`config.mk`:
```
export PLATFORM = sky130hd
export DESIGN_NAME = tally_uart_tx
export DESIGN_NICKNAME = d
export VERILOG_FILES = /design/src/rtl/tally_pkg.sv /design/src/rtl/uart_tx_byte.sv /design/src/rtl/tally_uart_tx.sv
export SDC_FILE = /design/constraint.sdc
export NUM_CORES = 1
export LEC_CHECK = 0
export ABC_AREA = 1
export CORE_AREA = 2 2 83 85
export DETAILED_ROUTE_END_ITERATION = 8
export DIE_AREA = 0 0 85 87
export PLACE_DENSITY_LB_ADDON = 0.1
export SYNTH_ARGS = -nofsm -noshare
export SYNTH_HDL_FRONTEND = slang
export SYNTH_HIERARCHICAL = 1
export SYNTH_SLANG_ARGS = --single-unit
```
`constraint.sdc`:
```
create_clock -name clk -period 5.97 [get_ports clk]
set_input_delay 1.791 -clock clk [delete_from_list [all_inputs] [get_ports clk]]
set_output_delay 1.791 -clock clk [all_outputs]
set_load 0.005 [all_outputs]
```
`src/rtl/tally_pkg.sv`:
```
// Shared constants and FSM state encoding for the tally UART report transmitter.
// TALLY_CHECKSUM_EN appends an XOR checksum byte to every report.
package tally_pkg;

  localparam logic [7:0] SYNC_BYTE = 8'hA5;
  localparam int         NUM_CAND  = 4;

`ifdef TALLY_CHECKSUM_EN
  localparam int REPORT_BYTES = 10;
`else
  localparam int REPORT_BYTES = 9;
`endif

  // START/DATA/STOP belong to the byte serializer; SEND/DONE to the report sequencer.
  typedef enum logic [2:0] {
    ST_IDLE,
    ST_START,
    ST_DATA,
    ST_STOP,
    ST_SEND,
    ST_DONE
  } state_t;

endpackage

```
`src/rtl/uart_tx_byte.sv`:
```
// 8N1 serializer for one byte: start bit, 8 data bits LSB first, stop bit.
// ready rises during the final stop-bit cycle so a new byte can follow with no gap.
module uart_tx_byte
  import tally_pkg::*;
#(
  parameter int CLKS_PER_BIT = 868
) (
  input  logic       clk,
  input  logic       rst,
  input  logic       start,
  input  logic [7:0] data,
  output logic       ready,
  output logic       tx
);

  localparam int             TW     = $clog2(CLKS_PER_BIT);
  localparam logic [TW-1:0]  T_LAST = TW'(CLKS_PER_BIT - 1);

  state_t        state, state_nx;
  logic [TW-1:0] timer, timer_nx;
  logic [2:0]    bit_idx, bit_nx;
  logic [7:0]    shift, shift_nx;
  logic          tx_r, tx_nx;
  logic          bit_end;

  assign bit_end = (timer == T_LAST);
  assign ready   = (state == ST_IDLE) || ((state == ST_STOP) && bit_end);
  assign tx      = tx_r;

  // Next-state and next-output logic for the bit sequencing.
  always_comb begin
    state_nx = state;
    timer_nx = timer;
    bit_nx   = bit_idx;
    shift_nx = shift;
    tx_nx    = tx_r;

    if (state == ST_IDLE) begin
      timer_nx = '0;
    end else if (bit_end) begin
      timer_nx = '0;
    end else begin
      timer_nx = timer + TW'(1);
    end

    case (state)
      ST_IDLE: begin
        tx_nx = 1'b1;
      end
      ST_START: begin
        if (bit_end) begin
          state_nx = ST_DATA;
          bit_nx   = 3'd0;
          tx_nx    = shift[0];
        end else begin
          tx_nx = 1'b0;
        end
      end
      ST_DATA: begin
        if (bit_end && (bit_idx == 3'd7)) begin
          state_nx = ST_STOP;
          tx_nx    = 1'b1;
        end else if (bit_end) begin
          bit_nx   = bit_idx + 3'd1;
          shift_nx = {1'b0, shift[7:1]};
          tx_nx    = shift[1];
        end else begin
          tx_nx = tx_r;
        end
      end
      ST_STOP: begin
        if (bit_end) begin
          state_nx = ST_IDLE;
        end else begin
          state_nx = ST_STOP;
        end
        tx_nx = 1'b1;
      end
      default: begin
        state_nx = ST_IDLE;
        tx_nx    = 1'b1;
      end
    endcase

    // Accepting here while the stop bit ends keeps consecutive bytes back-to-back.
    if (ready && start) begin
      state_nx = ST_START;
      timer_nx = '0;
      bit_nx   = 3'd0;
      shift_nx = data;
      tx_nx    = 1'b0;
    end else begin
      shift_nx = shift_nx;
    end
  end

  // State and datapath registers; tx idles high out of reset.
  always_ff @(posedge clk or posedge rst) begin
    if (rst) begin
      state   <= ST_IDLE;
      timer   <= '0;
      bit_idx <= 3'd0;
      shift   <= 8'h00;
      tx_r    <= 1'b1;
    end else begin
      state   <= state_nx;
      timer   <= timer_nx;
      bit_idx <= bit_nx;
      shift   <= shift_nx;
      tx_r    <= tx_nx;
    end
  end

endmodule

```
`src/rtl/tally_uart_tx.sv`:
```
// Snapshots four 10-bit tallies on report_req and sends them as a sync-led 8N1 report.
// TALLY_CHECKSUM_EN adds a trailing byte equal to the XOR of all preceding bytes.
module tally_uart_tx
  import tally_pkg::*;
#(
  parameter int CLKS_PER_BIT = 868
) (
  input  logic       clk,
  input  logic       rst,
  input  logic       report_req,
  input  logic [9:0] cand1_votes,
  input  logic [9:0] cand2_votes,
  input  logic [9:0] cand3_votes,
  input  logic [9:0] cand4_votes,
  output logic       tx,
  output logic       busy,
  output logic       done
);

  state_t     state, state_nx;
  logic [9:0] snap [NUM_CAND];
  logic [3:0] byte_idx;
  logic [2:0] idx_m1;
  logic [1:0] cand_sel;
  logic [7:0] byte_val, ser_data;
  logic       ser_start, ser_ready;
  logic       accept, issue, finish;
  logic       busy_r, done_r;
`ifdef TALLY_CHECKSUM_EN
  logic [7:0] csum;
`endif

  assign busy = busy_r;
  assign done = done_r;

  // Byte k>=1 maps to candidate (k-1)/2; odd k carries the ID and vote bits [9:8].
  always_comb begin
    idx_m1   = 3'(byte_idx - 4'd1);
    cand_sel = idx_m1[2:1];
    if (idx_m1[0]) begin
      byte_val = snap[cand_sel][7:0];
    end else begin
      byte_val = {cand_sel, 4'b0000, snap[cand_sel][9:8]};
    end
`ifdef TALLY_CHECKSUM_EN
    if (byte_idx == 4'(REPORT_BYTES - 1)) begin
      byte_val = csum;
    end else begin
      byte_val = byte_val;
    end
`endif
  end

  // Report sequencing; the "next byte or finish" step is decided on the stop-bit's last cycle.
  always_comb begin
    state_nx  = state;
    ser_start = 1'b0;
    ser_data  = SYNC_BYTE;
    accept    = 1'b0;
    issue     = 1'b0;
    finish    = 1'b0;
    case (state)
      ST_IDLE: begin
        if (report_req) begin
          accept    = 1'b1;
          ser_start = 1'b1;
          state_nx  = ST_SEND;
        end else begin
          state_nx = ST_IDLE;
        end
      end
      ST_SEND: begin
        ser_data = byte_val;
        if (ser_ready && (byte_idx < 4'(REPORT_BYTES))) begin
          issue     = 1'b1;
          ser_start = 1'b1;
        end else if (ser_ready) begin
          finish   = 1'b1;
          state_nx = ST_DONE;
        end else begin
          state_nx = ST_SEND;
        end
      end
      ST_DONE: begin
        state_nx = ST_IDLE;
      end
      default: begin
        state_nx = ST_IDLE;
      end
    endcase
  end

  // Sequencer state register.
  always_ff @(posedge clk or posedge rst) begin
    if (rst) begin
      state <= ST_IDLE;
    end else begin
      state <= state_nx;
    end
  end

  // Snapshot, byte index, checksum and status flags.
  always_ff @(posedge clk or posedge rst) begin
    if (rst) begin
      for (int i = 0; i < NUM_CAND; i++) snap[i] <= 10'd0;
      byte_idx <= 4'd0;
      busy_r   <= 1'b0;
      done_r   <= 1'b0;
`ifdef TALLY_CHECKSUM_EN
      csum     <= 8'h00;
`endif
    end else begin
      done_r <= finish;
      if (accept) begin
        snap[0]  <= cand1_votes;
        snap[1]  <= cand2_votes;
        snap[2]  <= cand3_votes;
        snap[3]  <= cand4_votes;
        byte_idx <= 4'd1;
        busy_r   <= 1'b1;
`ifdef TALLY_CHECKSUM_EN
        csum     <= SYNC_BYTE;
`endif
      end else if (issue) begin
        byte_idx <= byte_idx + 4'd1;
`ifdef TALLY_CHECKSUM_EN
        csum     <= csum ^ byte_val;
`endif
      end else if (finish) begin
        busy_r <= 1'b0;
      end else begin
        busy_r <= busy_r;
      end
    end
  end

  uart_tx_byte #(
    .CLKS_PER_BIT(CLKS_PER_BIT)
  ) u_ser (
    .clk  (clk),
    .rst  (rst),
    .start(ser_start),
    .data (ser_data),
    .ready(ser_ready),
    .tx   (tx)
  );

endmodule
```
==> results of run 1 <==
## critical path: cells and delay by family
family | cells | cell delay [ns]
and+or+nand+nor | 8 | 1.20
buffers and inverters | 3 | 1.24
## layout make-up
type                       instances  area, um2
clock buffer                      10      137.6
clock inverter                     6      58.81
fill                             580       2101
inverter                          56      210.2
multi-input combinational        344       1700
sequential                        72       1803
tap                               80      100.1
timing repair buffer              46      457.9
## sequential cells by signal (all words and copies together), names as in the netlist
register and flops:
snap 40, u_ser/timer 10, u_ser/shift 8, byte_idx 4, u_ser/bit_idx 3, state 2, u_ser/state 2, busy 1
done 1, u_ser/tx 1
## cells by family after synthesis
kind of cell / after synthesis / share of synthesized area
and+or+nand+nor: 283 / 0.3258
DFF: 72 / 0.4700
buffers and inverters: 71 / 0.08676
AOI/OAI and AO/OA: 49 / 0.08122
adders and majority gates: 9 / 0.02935
xor gates and xnor gates: 3 / 0.006851
## worst max path at each step
stage          startpoint  slack [ns]               end
2_1_floorplan         rst        3.03              busy
3_3_place_gp   report_req        1.70  u_ser/bit_idx[1]
3_5_place_dp   report_req        1.60    u_ser/shift[6]
4_1_cts        report_req        1.97    u_ser/shift[6]
5_1_grt        report_req        1.67  u_ser/bit_idx[0]
6_report       report_req        1.96  u_ser/bit_idx[1]
## power by group
group          total, mW  switching (mW)  internal [mW]  leakage [nW]
Sequential         0.793           0.108          0.685         0.911
Combinational       1.03           0.674          0.360          1.30
Clock              0.381           0.179          0.202         0.106
## synthesized netlist by cell type, types with 3 or more instances
| cell type | number | area share |
|---|---|---|
| o211ai_2 | 4 | 0.013 |
| buf_2 | 7 | 0.0091 |
| a21oi_1 | 7 | 0.0091 |
| inv_1 | 46 | 0.045 |
| nand4_1 | 4 | 0.0065 |
| nand2_2 | 9 | 0.015 |
| nand2_4 | 4 | 0.012 |
| o211ai_1 | 4 | 0.0078 |
| nor3_2 | 3 | 0.0078 |
| nand2_1 | 207 | 0.20 |
| buf_6 | 4 | 0.012 |
| dfrtp_1 | 71 | 0.46 |
| nor3_1 | 4 | 0.0052 |
| nand3_1 | 20 | 0.026 |
| o21ai_2 | 3 | 0.0069 |
| nor2_1 | 20 | 0.020 |
| buf_4 | 3 | 0.0059 |
| o21ai_1 | 11 | 0.014 |
| inv_2 | 9 | 0.0088 |
| o21ai_0 | 16 | 0.021 |
| ha_1 | 9 | 0.029 |
| nor2_4 | 3 | 0.0088 |
## layer usage
metal | global-route usage | vias to the layer above | routed length, um
li1 | - | 1594 | -
met1 | 0.2874 | 1442 | 3468
met2 | 0.3864 | 53 | 3712
met3 | 0.05687 | 10 | 273
met4 | 0.09524 | 0 | 104
met5 | 0 | - | 0
## per-stage QoR
step	power (mW)	hold WS [ns]	cells	cell area, um2	utilization
after floorplan	1.623	0.4417	487	3836	-
after global placement	1.801	0.4538	598	4272	0.6503
after detailed placement	1.831	0.4590	598	4272	0.6503
after CTS	2.222	0.4773	614	4468	0.6802
after global routing	2.427	0.4918	614	4468	0.6802
final	2.208	0.4737	614	4468	0.6802
==> results.yml, run 1 <==
setup_path:
  slowest_delay_ns: 0.47
  arrival_ns: 4.25
  critPathMaxFanout: 50
  r2r_setup_slack_ns: 3.39
  end_kind: "flip-flop"
  r2r_end: "u_ser/bit_idx[1]"
  path_cells: "clkdlybuf4s50_1 -> nand2_2 -> nor2_4 -> buf_4 -> inv_2 -> nand2_4 -> nand3_4 -> nand3_1 -> nand3_1 -> nand2_1 -> nand2_1"
  crit_slowest_cell: "clkdlybuf4s50_1"
  rr_worst_depth: 16
  rr_startpoint: "u_ser/timer[0]"
  cp.required_ns: 6.21
  start_kind: "input pin"
  worstSetupPathType: "input pin to flip-flop"
detailed_routing:
  wl_per_cell_um: 12.31
  drc: 0
  drtIter0Drc: 162
  drt-pass1-iter-count: 4
  vias: 3099
  wirelength_um: 7557
  ant_nets: 0
  vias_per_cell: 5.047
final_layout:
  layout-drive-gt1-share: 0.1124
  final_common_cell: "nand2_1"
  antenna_cells: 0
  num-nets-final: 581
  syn2layout_area_growth_pct: 16.47
  final_cell_mix: "nand2_1 (207), dfrtp_1 (71), inv_1 (45), clkdlybuf4s50_1 (45)"
global_route:
  antenna_found_initial: 0
  grt_pass1_wl_um: 13590
  grt_overflow_total: 0
  grtUsageTotal: 0.2308
  grt_start_max_net_pins: 51
  grt_pass1_vias: 3108
floorplan:
  die_x_um: 85
  pin_count: 46
  start_util: 0.5840
  core-area_um2: 6569
  rows: 30
  die_y_um: 87
  die_area_um2: 7395
cts:
  cts_setup_buffers: 0
  cts_tree: "built"
  clockBufferDepth: 2
  clock_sinks: 72
  clock_latency_ns: 0.35
  cts_resized: 0
  cts_hold_buf: 0
  cts.htree.levels: 3
  cts_root_buf: "clkbuf_8"
  path_clk_slew_ns: 0.07
  cts_buffers: 9
hold_path:
  whs_endpoint: "snap[7]"
  hold_depth: 2
  min_from: "snap[7]"
  hp-class: "flip-flop to flip-flop"
yosys:
  synth.cell_area_um2: 3836
  ys_warn_count: 6
  synthFlopType: "dfrtp_1"
  syn_nets: 539
  ys_types: 37
  synth-seq-cells: 72
  synth_edf_count: 0
  async_flop_share: 1.000
  syn_avg_cell_area_um2: 7.877
  netlist_instances: 487
  ys_seq_area_frac: 0.4700
sta:
  finalHoldViolCount: 0
  slew_violations: 0
  worst_pin_slew_ns: 0.9715
  post-route-period-util: 0.6715
  rsz0062_at_grt: "no"
  skew_ns: 0.009177
  fin_ws_ns: 1.961
  slew_headroom: 0.3514
  max_freq_ghz: 0.2494
  report.final.setup_viol: 0
  min_period_ns: 4.009
  timing.setup.tns_ns: 0
power:
  p_leak_nw: 2.316
  ir_drop_uv: 275.4
  powerDensity_nw_per_um2: 494.2
job:
  drv_cap: 0
placed_design:
  port_buffers: 45
  preCtsSetupSlack_ns: 1.596
  place_congestion: 0.8773
  hpwl_um: 5272
run_status:
  status: "complete, no violations"
Power figures use the tool's default switching activity.
==> inputs of run 2 (changes only) <==
Settings changed: CORE_AREA 2 2 83 85 to 2 2 86 88, DIE_AREA 0 0 85 87 to 0 0 88 90.
Clock period 5.97 ns to 3.8 ns, I/O delays scaled along.
==> run 2 against run 1 <==
Largest power group unchanged. Sequential share of layout area shrank 0.79 points. Cell area grew 2.0%. Die area grew 7.1%. Final cell count grew 3.3%. Sequential power grew 56%. Utilization shrank 3.1 points. Register-to-register slack lost 2.2 ns. Non-clock buffer count grew 1. Via count grew 1.0%. Routed wire length shrank 0.49%. Hold slack lost 0.0017 ns.
==> results.yml, run 2 (synthesis results as in run 1) <==
global_route:
  grt_start_max_net_pins: 50
  grtUsageTotal: 0.2106
  antenna_found_initial: 0
  grt_pass1_wl_um: 13400
  grt_overflow_total: 0
  grt_pass1_vias: 3012
floorplan:
  die_area_um2: 7920
  core-area_um2: 7020
  rows: 31
  die_x_um: 88
  start_util: 0.5464
  pin_count: 46
  die_y_um: 90
setup_path:
  end_kind: "flip-flop"
  path_common_cell: "nand2_1"
  critPathMaxFanout: 22
  worstSetupPathType: "flip-flop to flip-flop"
  cp_top_family: "adder cells"
  rr_worst_depth: 11
  crit_slowest_cell: "ha_1"
  cp.required_ns: 4.02
  cp.depth: 11
  arrival_ns: 2.81
  worst-path-buf-inv: 2
  path_cells: "inv_2 -> ha_1 -> inv_2 -> nand2_1 -> nand2_1 -> nand2_1 -> nand2_1 -> nand2_1 -> nand3_1 -> o211ai_2 -> o21ai_2"
  start_kind: "flip-flop"
  slowest_delay_ns: 0.80
sta:
  max_freq_ghz: 0.3863
  post-route-period-util: 0.6812
  report.final.setup_viol: 0
  timing.setup.tns_ns: 0
  skew_ns: 0.01214
  slew_headroom: 0.3350
  timing.hold.ws_ns: 0.4719
  slew_violations: 0
  worst_pin_slew_ns: 0.9960
  finalHoldViolCount: 0
  min_period_ns: 2.589
  rsz0062_at_grt: "no"
detailed_routing:
  wl_per_cell_um: 11.86
  drc: 0
  drt-pass1-iter-count: 4
  ant_nets: 0
  wirelength_um: 7520
  vias: 3131
  vias_per_cell: 4.938
  drtIter0Drc: 173
placed_design:
  port_buffers: 45
  hpwl_um: 5119
  place_congestion: 0.8301
cts:
  cts_root_buf: "clkbuf_8"
  cts.htree.levels: 3
  cts_buffers: 9
  path_clk_slew_ns: 0.07
  cts_resized: 0
  clock_latency_ns: 0.34
  cts_setup_buffers: 0
  cts_hold_buf: 0
  clock_sinks: 72
  cts_tree: "built"
  clockBufferDepth: 2
hold_path:
  hp-class: "flip-flop to flip-flop"
  hold_depth: 2
run_status:
  status: "complete, no violations"
final_layout:
  final_util: 0.6491
  largest_register_ffs: 40
  num-nets-final: 582
  layout-drive-gt1-share: 0.1140
  top_register: "snap"
  syn2layout_area_growth_pct: 18.79
  top_regs: "snap (40), u_ser/timer (10), u_ser/shift (8)"
  antenna_cells: 0
  final_cell_mix: "nand2_1 (207), dfrtp_1 (71), inv_1 (45), clkdlybuf4s50_1 (45)"
  final_common_cell: "nand2_1"
power:
  ir_drop_uv: 392.3
  p_leak_nw: 2.340
  powerDensity_nw_per_um2: 794.0
job:
  drv_cap: 0
run 2: worst paths after layout:
check	endpoint	from	slack (ns)
max reg2reg	u_ser/shift[0]	byte_idx[0]	1.21
min reg2reg	snap[0]	snap[0]	0.47
max	u_ser/shift[0]	byte_idx[0]	1.21
max in group asynchronous	snap[25]	rst	1.79
min	snap[0]	snap[0]	0.47
min in group asynchronous	u_ser/timer[8]	rst	1.36
run 2: final cells by class:
cell class                 count  area [um2]
clock buffer                  11       151.4
clock inverter                 5       102.6
fill                         632        2464
inverter                      56       210.2
multi-input combinational    344        1700
sequential                    72        1803
tap                           99       123.9
timing repair buffer          47       465.4
run 2: power breakdown:
part	leakage, nW	switching (mW)	internal (mW)	total [mW]
clock	0.126	0.279	0.471	0.750
sequential	0.911	0.168	1.08	1.24
combinational	1.30	1.06	0.568	1.62
total	2.34	1.50	2.11	3.62
run 2: through the flow:
step | cell area (um2) | power, mW | setup slack, ns | std cells
finish | 4557 | 3.618 | 1.211 | 634
global route | 4557 | 3.959 | 0.9296 | 634
CTS | 4557 | 3.643 | 1.183 | 634
detailed placement | 4303 | 2.873 | 0.9258 | 618
global placement | 4303 | 2.834 | 1.004 | 618
floorplan | 3836 | 2.550 | 1.516 | 487
run 2: metal layers:
layer  vias to the layer above  part of all wire  track usage  routed length [um]
met4                         0            0.0092      0.06667                  69
met1                      1464              0.48       0.2956                3572
met3                         7             0.032      0.03581                 241
li1                       1606                 -            -                   -
met5                         -                 0            0                   0
met2                        54              0.48       0.3314                3636
run 2: worst register-to-register path: stages, from the launching register on:
cell,delay (ns)
dfrtp_1,0.45
inv_2,0.12
ha_1,0.80
inv_2,0.35
nand2_1,0.14
nand2_1,0.06
nand2_1,0.06
nand2_1,0.06
nand2_1,0.06
nand3_1,0.11
o211ai_2,0.19
o21ai_2,0.07
==> inputs of run 3 (changes only) <==
Settings changed: CORE_AREA 2 2 86 88 to 2 2 91 93, DIE_AREA 0 0 88 90 to 0 0 93 95.
Clock period 3.8 ns to 2.19 ns, I/O delays scaled along.
==> run 3 against run 2 <==
Largest cell class unchanged. Sequential share of layout area shrank 1.5 points. Cell area grew 3.9%. Non-clock buffer count grew 26. Clock skew shrank 0.0068 ns. Power grew 75%. Sequential power grew 75%. Clock-buffer cell count is the same.
==> results.yml, run 3 (synthesis results as in run 1) <==
final_layout:
  layout-drive-gt1-share: 0.1673
  final_common_cell: "nand2_1"
  final_cells: 667
  register_area_um2: 1803
  multi_input_area_um2: 1739
  fillers: 762
  antenna_cells: 0
  syn2layout_area_growth_pct: 23.45
  top_regs: "snap (40), u_ser/timer (10), u_ser/shift (8)"
  final_cell_mix: "nand2_1 (205), dfrtp_1 (71), clkdlybuf4s50_1 (45)"
  largest_register_ffs: 40
  top_register: "snap"
  num-nets-final: 610
setup_path:
  worstSetupPathType: "flip-flop to flip-flop"
  cp.required_ns: 2.42
  arrival_ns: 2.29
  critPathMaxFanout: 7
  end_kind: "flip-flop"
  start_kind: "flip-flop"
detailed_routing:
  drtIter0Drc: 142
  vias: 3265
  vias_per_cell: 4.895
  wl_per_cell_um: 12.33
  ant_nets: 0
  drt-pass1-iter-count: 4
  wirelength_um: 8227
  drc: 0
sta:
  slew_headroom: 0.7004
  slew_violations: 0
  timing.setup.tns_ns: 0
  finalHoldViolCount: 0
  skew_ns: 0.005319
  fin_ws_ns: 0.1279
  worst_pin_slew_ns: 0.4494
  max_freq_ghz: 0.4849
  min_period_ns: 2.062
  post-route-period-util: 0.9416
  report.final.setup_viol: 0
global_route:
  grt_pass1_vias: 3157
  gr-usage-met1: 0.2591
  grt_start_max_net_pins: 50
  grt_overflow_total: 0
  grt.busiest_layer: "met2"
  grtUsageTotal: 0.1986
  grtUsageMet3: 0.02873
  antenna_found_initial: 0
  use_met2: 0.3376
  grt_pass1_wl_um: 14010
cts:
  clock_sinks: 72
  clockBufferDepth: 2
  cts_buffers: 9
  path_clk_slew_ns: 0.07
  cts_root_buf: "clkbuf_8"
  cts.htree.levels: 3
  cts_tree: "built"
  clock_latency_ns: 0.34
floorplan:
  die_x_um: 93
  die_y_um: 95
  pin_count: 46
  start_util: 0.4839
  core-area_um2: 7928
  rows: 33
  die_area_um2: 8835
run_status:
  status: "complete, no violations"
job:
  drv_cap: 0
placed_design:
  hpwl_um: 5618
  placed_cells: 639
  place_congestion: 0.7885
  preCtsSetupSlack_ns: -0.07313
  port_buffers: 45
power:
  ir_drop_uv: 537.7
  powerDensity_nw_per_um2: 1334
  p_leak_nw: 2.437
hold_path:
  hp-class: "flip-flop to flip-flop"
## run 3: changes by cell type in the layout (fill, tap and decap cells not counted), moves of 3 or more
cell	delta
buf_4	+23
bufinv_16	-3
inv_1	-3
inv_2	+3
## run 3: per-layer routing
| layer | vias up | part of all wire |
|---|---|---|
| li1 | 1655 | - |
| met1 | 1536 | 0.46 |
| met2 | 59 | 0.49 |
| met3 | 15 | 0.031 |
| met4 | 0 | 0.017 |
| met5 | - | 0 |
## run 3: critical path, stage by stage, from the launching register on
cell and delay (ns):
dfrtp_1 0.44, inv_2 0.08, ha_2 0.19, or2_2 0.32, nand2_2 0.08, inv_2 0.03, inv_2 0.06, nor2_4 0.04
nand2_2 0.08, nand2_4 0.08, nand3_4 0.16, nand3_1 0.18, nand4_1 0.16, nand2_1 0.05
## run 3: cell type report
type / instances / share of cell area
inverters: 56 / 0.04439
repair buffers: 73 / 0.1474
multi-input cells: 346 / 0.3672
flip-flops and latches: 72 / 0.3807
well taps: 105 / 0.02774
clock buffers: 11 / 0.02774
clock inverters: 4 / 0.004756
## run 3: through the flow
step | total power, mW | instance area, um2 | hold WS [ns] | utilization
detailed placement | 5.203 | 4436 | 0.4588 | 0.5595
global route | 6.932 | 4736 | 0.5027 | 0.5974
finish | 6.317 | 4736 | 0.4722 | 0.5974
floorplan | 4.424 | 3836 | 0.4417 | -
global placement | 5.124 | 4436 | 0.4540 | 0.5595
CTS | 6.137 | 4608 | 0.4769 | 0.5813
## run 3: timing repair
action	CTS	global route
setup endpoints to repair	5	13
buffers inserted	2	8
pin swaps	1	8
gates cloned	0	3
hold buffers	0	0
resized for setup	1	10
## run 3: where the power goes
group | total, mW | switching [mW] | internal, mW
registers | 2.17 | 0.300 | 1.87
clock network | 0.868 | 0.468 | 0.400
logic | 3.28 | 1.98 | 1.30
total | 6.32 | 2.75 | 3.57
## run 3: path summary, 6_finish.rpt
kind,from,slack [ns],cells after the start,to
min in group asynchronous,rst,0.64,2,done
worst max-delay path,u_ser/state[1],0.13,13,u_ser/bit_idx[2]
worst min register to register,snap[11],0.47,2,snap[11]
worst min-delay path,snap[11],0.47,2,snap[11]
worst max register to register,u_ser/state[1],0.13,13,u_ser/bit_idx[2]
max in group asynchronous,rst,1.04,3,snap[2]
